**config.mk**
```make
export PLATFORM = sky130hd
export DESIGN_NAME = i2s_tx
export DESIGN_NICKNAME = d
export VERILOG_FILES = /design/src/rtl/i2s_tx.sv
export SDC_FILE = /design/constraint.sdc
export NUM_CORES = 1
export LEC_CHECK = 0
export CORE_ASPECT_RATIO = 0.9
export CORE_MARGIN = 10
export CORE_UTILIZATION = 35
export DETAILED_ROUTE_END_ITERATION = 12
export PLACE_DENSITY = 0.52
export REMOVE_ABC_BUFFERS = 1
export SYNTH_ARGS = -nofsm -noshare
export SYNTH_HDL_FRONTEND = slang
export SYNTH_SLANG_ARGS = --single-unit
```
**constraint.sdc**
```tcl
create_clock -name clk -period 4.3 [get_ports clk]
set_input_delay 1.29 -clock clk [delete_from_list [all_inputs] [get_ports clk]]
set_output_delay 1.29 -clock clk [all_outputs]
set_load 0.01 [all_outputs]
```
**src/rtl/i2s_tx.sv**
```systemverilog
// Stereo sample type shared with the effect pipeline, and the I2S bus-master
// transmitter that serialises samples through a small decoupling FIFO.
package sample_pkg;
  typedef struct packed {
    logic signed [15:0] lc;
    logic signed [15:0] rc;
  } sample_t;
endpackage

module i2s_tx #(
  parameter int BCLK_HALF  = 4,
  parameter int FIFO_DEPTH = 4
) (
  input  logic                clk,
  input  logic                rst,
  input  sample_pkg::sample_t data_i,
  input  logic                vld_i,
  input  logic                mute_i,
  output logic                rdy_o,
  output logic                bclk_o,
  output logic                lrclk_o,
  output logic                sdata_o,
  output logic                ovf_o,
  output logic                udr_o
);
  localparam int DIV_W = $clog2(BCLK_HALF);
  localparam int AW    = $clog2(FIFO_DEPTH);
  localparam logic [DIV_W-1:0] DIV_LAST = DIV_W'(BCLK_HALF - 1);
  localparam logic [AW:0]      DEPTH_C  = (AW+1)'(FIFO_DEPTH);

  logic [DIV_W-1:0]    div_q, div_d;
  logic                bclk_q, bclk_d;
  logic [4:0]          bit_cnt_q, bit_cnt_d;
  logic                lrclk_q, lrclk_d;
  logic [31:0]         sr_q, sr_d;
  logic [AW:0]         wr_ptr_q, wr_ptr_d;
  logic [AW:0]         rd_ptr_q, rd_ptr_d;
  logic                ovf_q, ovf_d;
  logic                udr_q, udr_d;
  sample_pkg::sample_t mem_q [FIFO_DEPTH];

  logic [AW:0]         count;
  logic                full, empty;
  logic                fall, load, pop, push;
  sample_pkg::sample_t head;

  // Pointers carry one extra wrap bit so full and empty stay distinguishable.
  assign count = wr_ptr_q - rd_ptr_q;
  assign full  = (count == DEPTH_C);
  assign empty = (count == '0);
  assign head  = mem_q[rd_ptr_q[AW-1:0]];

  always_comb begin
    div_d     = div_q;
    bclk_d    = bclk_q;
    bit_cnt_d = bit_cnt_q;
    lrclk_d   = lrclk_q;
    sr_d      = sr_q;
    udr_d     = 1'b0;
    fall      = 1'b0;
    load      = 1'b0;
    pop       = 1'b0;

    if (div_q == DIV_LAST) begin
      div_d  = '0;
      bclk_d = ~bclk_q;
      fall   = bclk_q;
    end else begin
      div_d = div_q + DIV_W'(1);
    end

    // Serial state only moves on BCLK falling edges.
    if (fall) begin
      bit_cnt_d = bit_cnt_q + 5'd1;
      lrclk_d   = bit_cnt_d[4];
      load      = (bit_cnt_d == 5'd1);
      if (load) begin
        if (empty) begin
          sr_d  = '0;
          udr_d = 1'b1;
        end else begin
          pop  = 1'b1;
          sr_d = mute_i ? 32'h0 : head;
        end
      end else begin
        sr_d = {sr_q[30:0], 1'b0};
      end
    end
  end

  // A pop on the same edge frees a slot, so a push into a full FIFO still lands.
  always_comb begin
    push     = vld_i && (!full || pop);
    ovf_d    = vld_i && !push;
    wr_ptr_d = push ? wr_ptr_q + (AW+1)'(1) : wr_ptr_q;
    rd_ptr_d = pop  ? rd_ptr_q + (AW+1)'(1) : rd_ptr_q;
  end

  always_ff @(posedge clk or posedge rst) begin
    if (rst) begin
      div_q     <= '0;
      bclk_q    <= 1'b0;
      bit_cnt_q <= '0;
      lrclk_q   <= 1'b0;
      sr_q      <= '0;
      wr_ptr_q  <= '0;
      rd_ptr_q  <= '0;
      ovf_q     <= 1'b0;
      udr_q     <= 1'b0;
    end else begin
      div_q     <= div_d;
      bclk_q    <= bclk_d;
      bit_cnt_q <= bit_cnt_d;
      lrclk_q   <= lrclk_d;
      sr_q      <= sr_d;
      wr_ptr_q  <= wr_ptr_d;
      rd_ptr_q  <= rd_ptr_d;
      ovf_q     <= ovf_d;
      udr_q     <= udr_d;
    end
  end

  always_ff @(posedge clk) begin
    if (push) begin
      mem_q[wr_ptr_q[AW-1:0]] <= data_i;
    end
  end

  assign rdy_o   = (count < DEPTH_C);
  assign bclk_o  = bclk_q;
  assign lrclk_o = lrclk_q;
  assign sdata_o = sr_q[31];
  assign ovf_o   = ovf_q;
  assign udr_o   = udr_q;

endmodule
```
==> results.toml <==
[status]
status = "finished clean"

[grt]
overflow = 0
grtUsageTotal_pct = 10.2
grt_pass1_wl_um = 20400
grt_pass1_vias = 3774
grt_max_degree = 36
antenna_found_initial = 0

[sta]
fin_skew_ns = 0.0117
worstMarginPinSlew_ns = 0.895
fin_crit_ns = 3.37
hold_violations = 0
fmax_ghz = 0.296
setup-violations-final = 0
rsz0062_at_grt = "false"
maxSlewHeadroom_pct = 40.2
tns_ns = 0
maxSlewViolCount = 0
fin_crit_sh_pct = 78.5

[power_and_ir_drop]
p_per_area_nw_per_um2 = 574
cellLeakagePower_nw = 3.03
ir_drop_v = 0.000275

[synth]
synth-seq-cells = 176
synth_area_leader_cell = "edfxtp_1"
synth-seq-area-share_pct = 71.4
synth_cell_types = 34
synth_area_per_cell_um2 = 18.3
synth_area_um2 = 7070
syn-instance-count = 386
synth_top_area_share_pct = 54.4
yosys_warnings = 0
yosys-top-cells-area = "edfxtp_1, dfrtp_1, mux4_2, o21ai_2, a22oi_1"

[cts]
cts_tree = "built"
cts_setup_buffers = 0
htree_num_levels = 4
clk_latency_ns = 0.43
path_clk_slew_ns = 0.07
cts_buffers = 17
ctsHoldBuffers = 0
clockRootBuffer = "clkbuf_16"
cts_max_path_buffers = 2
cts_sinks = 176
cts.repair.resized = 0

[die]
die_x_um = 170
dieArea_um2 = 26300
core-area_um2 = 19900
fp.dieH_um = 155
row_count = 49
top_level_ports = 42
initial_core_util_pct = 35.5

[placed_design]
place_congestion = 0.725
io_buffers = 41
placed_cells = 673
hpwl_um = 7380

[routing]
drc = 0
wl_per_cell_um = 17.9
drt_wl_total_um = 12600
antenna_left = 0
drtPass1Iterations = 4
vias = 3417
vias_per_cell = 4.85
drt_iter0_drc = 251

[min_path]
min_from = "div_q[0]"
min_path_cells = 1
whs_endpoint = "div_q[0]"
hold_class = "reg2reg"

[final_layout]
drive_gt1_share_pct = 26.0
nFillCells = 1770
nets = 483
diodes = 0
stdcell_count = 705
flow.area_growth_from_synthesis_pct = 18.0

[setup_path]
required_ns = 3.01
crit_arrival_ns = 2.08
r2r-end = "mem_q[1][10]"
end_kind = "primary output"
r2r-start = "bit_cnt_q[0]"
path_class = "reg2out"
critPathMaxFanout = 5
rrSetupSlack_ns = 1.71
reg2reg_depth = 7
cp-start-kind = "flip-flop"

[job]
cap_violations = 0
cells in the mapped netlist (all sizes together):
cell type / count
and3: 1
and2: 5
o21ai: 33
mux2: 2
ha: 10
dfrtp: 48
nor4b: 1
a21oi: 3
nor2b: 1
nor2: 5
nand2: 6
mux4: 32
edfxtp: 128
a22oi: 31
xnor2: 9
a21boi: 1
clkbuf: 7
a41o: 1
nand4: 2
nand2b: 1
xor2: 5
buf: 11
nand3: 5
inv: 38
placed cells by master (no fill, tap or decap), types with 3 or more instances in the layout:
cell type | synthesis | layout
a22oi_1 | 31 | 31
dfrtp_1 | 48 | 47
nor2_1 | 4 | 4
ha_1 | 10 | 10
clkdlybuf4s50_1 | 0 | 41
nand2_1 | 6 | 6
o21ai_0 | 3 | 3
o21ai_2 | 30 | 30
inv_8 | 0 | 5
and2_1 | 4 | 4
xor2_1 | 3 | 3
clkbuf_16 | 0 | 17
buf_4 | 3 | 9
inv_6 | 0 | 5
edfxtp_1 | 128 | 128
xnor2_1 | 9 | 9
mux4_2 | 32 | 32
inv_1 | 38 | 37
worst max-delay path: stages, from the launching register on:
cell and delay [ns]:
dfrtp_1 0.44, ha_1 0.36, a21oi_1 0.17, xnor2_1 0.14, clkdlybuf4s50_1 0.56
registers in the layout, summed over array words and instances (netlist names):
register and flops:
bclk_o 1, bit_cnt_q 5, div_q 2, mem_q 128
ovf_o 1, rd_ptr_q 3, sr_q 32, udr_o 1
wr_ptr_q 3
power breakdown:
group / switching (mW) / internal (mW)
clock network: 0.700 / 0.833
logic: 0.525 / 0.436
registers: 0.0960 / 2.19
total: 1.32 / 3.46
cell type report:
| type | instances | area (µm²) | area share [%] |
|---|---|---|---|
| inverter | 38 | 143 | 1.71 |
| sequential | 176 | 5050 | 60.5 |
| tap | 255 | 319 | 3.83 |
| timing repair buffer | 50 | 478 | 5.73 |
| clock inverter | 14 | 164 | 1.97 |
| multi-input combinational | 154 | 1760 | 21.1 |
| clock buffer | 18 | 429 | 5.15 |
metal layers:
metal	vias to the layer above	global-route usage (%)	routed length, µm
li1	1576	-	-
met1	1779	12.5	5690
met2	49	16.6	6260
met3	13	3.10	493
met4	0	3.51	148
met5	-	0	0
kinds of logic (layout without fill, tap and decap cells):
kind of cell / Yosys count / count (layout) / share of synthesized area, %
AO/OA/AOI/OAI: 69 / 69 / 7.91
XOR/XNOR: 14 / 14 / 1.95
AND/OR/NAND/NOR: 27 / 27 / 2.51
buffers and inverters: 56 / 120 / 3.91
flip-flops: 176 / 176 / 71.4
multiplexers: 34 / 34 / 10.6
adder cells (fa/ha/maj): 10 / 10 / 1.77
metrics by stage:
| step | instance area [µm²] | util [%] | power (mW) | worst slack, ns | hold slack (ns) |
|---|---|---|---|---|---|
| after floorplan | 6930 | - | 3.00 | -0.0367 | 0.403 |
| after detailed placement | 7740 | 38.9 | 3.32 | 1.21 | 0.426 |
| final | 8340 | 41.8 | 4.78 | 0.926 | 0.438 |
| after CTS | 8340 | 41.8 | 4.87 | 0.878 | 0.443 |
| after global routing | 8340 | 41.8 | 5.05 | 0.809 | 0.474 |
| after global placement | 7740 | 38.9 | 3.29 | 1.21 | 0.415 |
worst max-delay path by stage:
stage,start,to,slack (ns),depth (start not counted)
CTS,wr_ptr_q[1],rdy_o,0.88,4
detailed placement,vld_i,mem_q[2][6],1.21,4
global route,wr_ptr_q[1],rdy_o,0.81,4
global placement,vld_i,mem_q[0][4],1.21,4
floorplan,rd_ptr_q[0],mem_q[3][0],-0.04,5
finish,wr_ptr_q[1],rdy_o,0.93,4
Power figures use the tool's default switching activity.
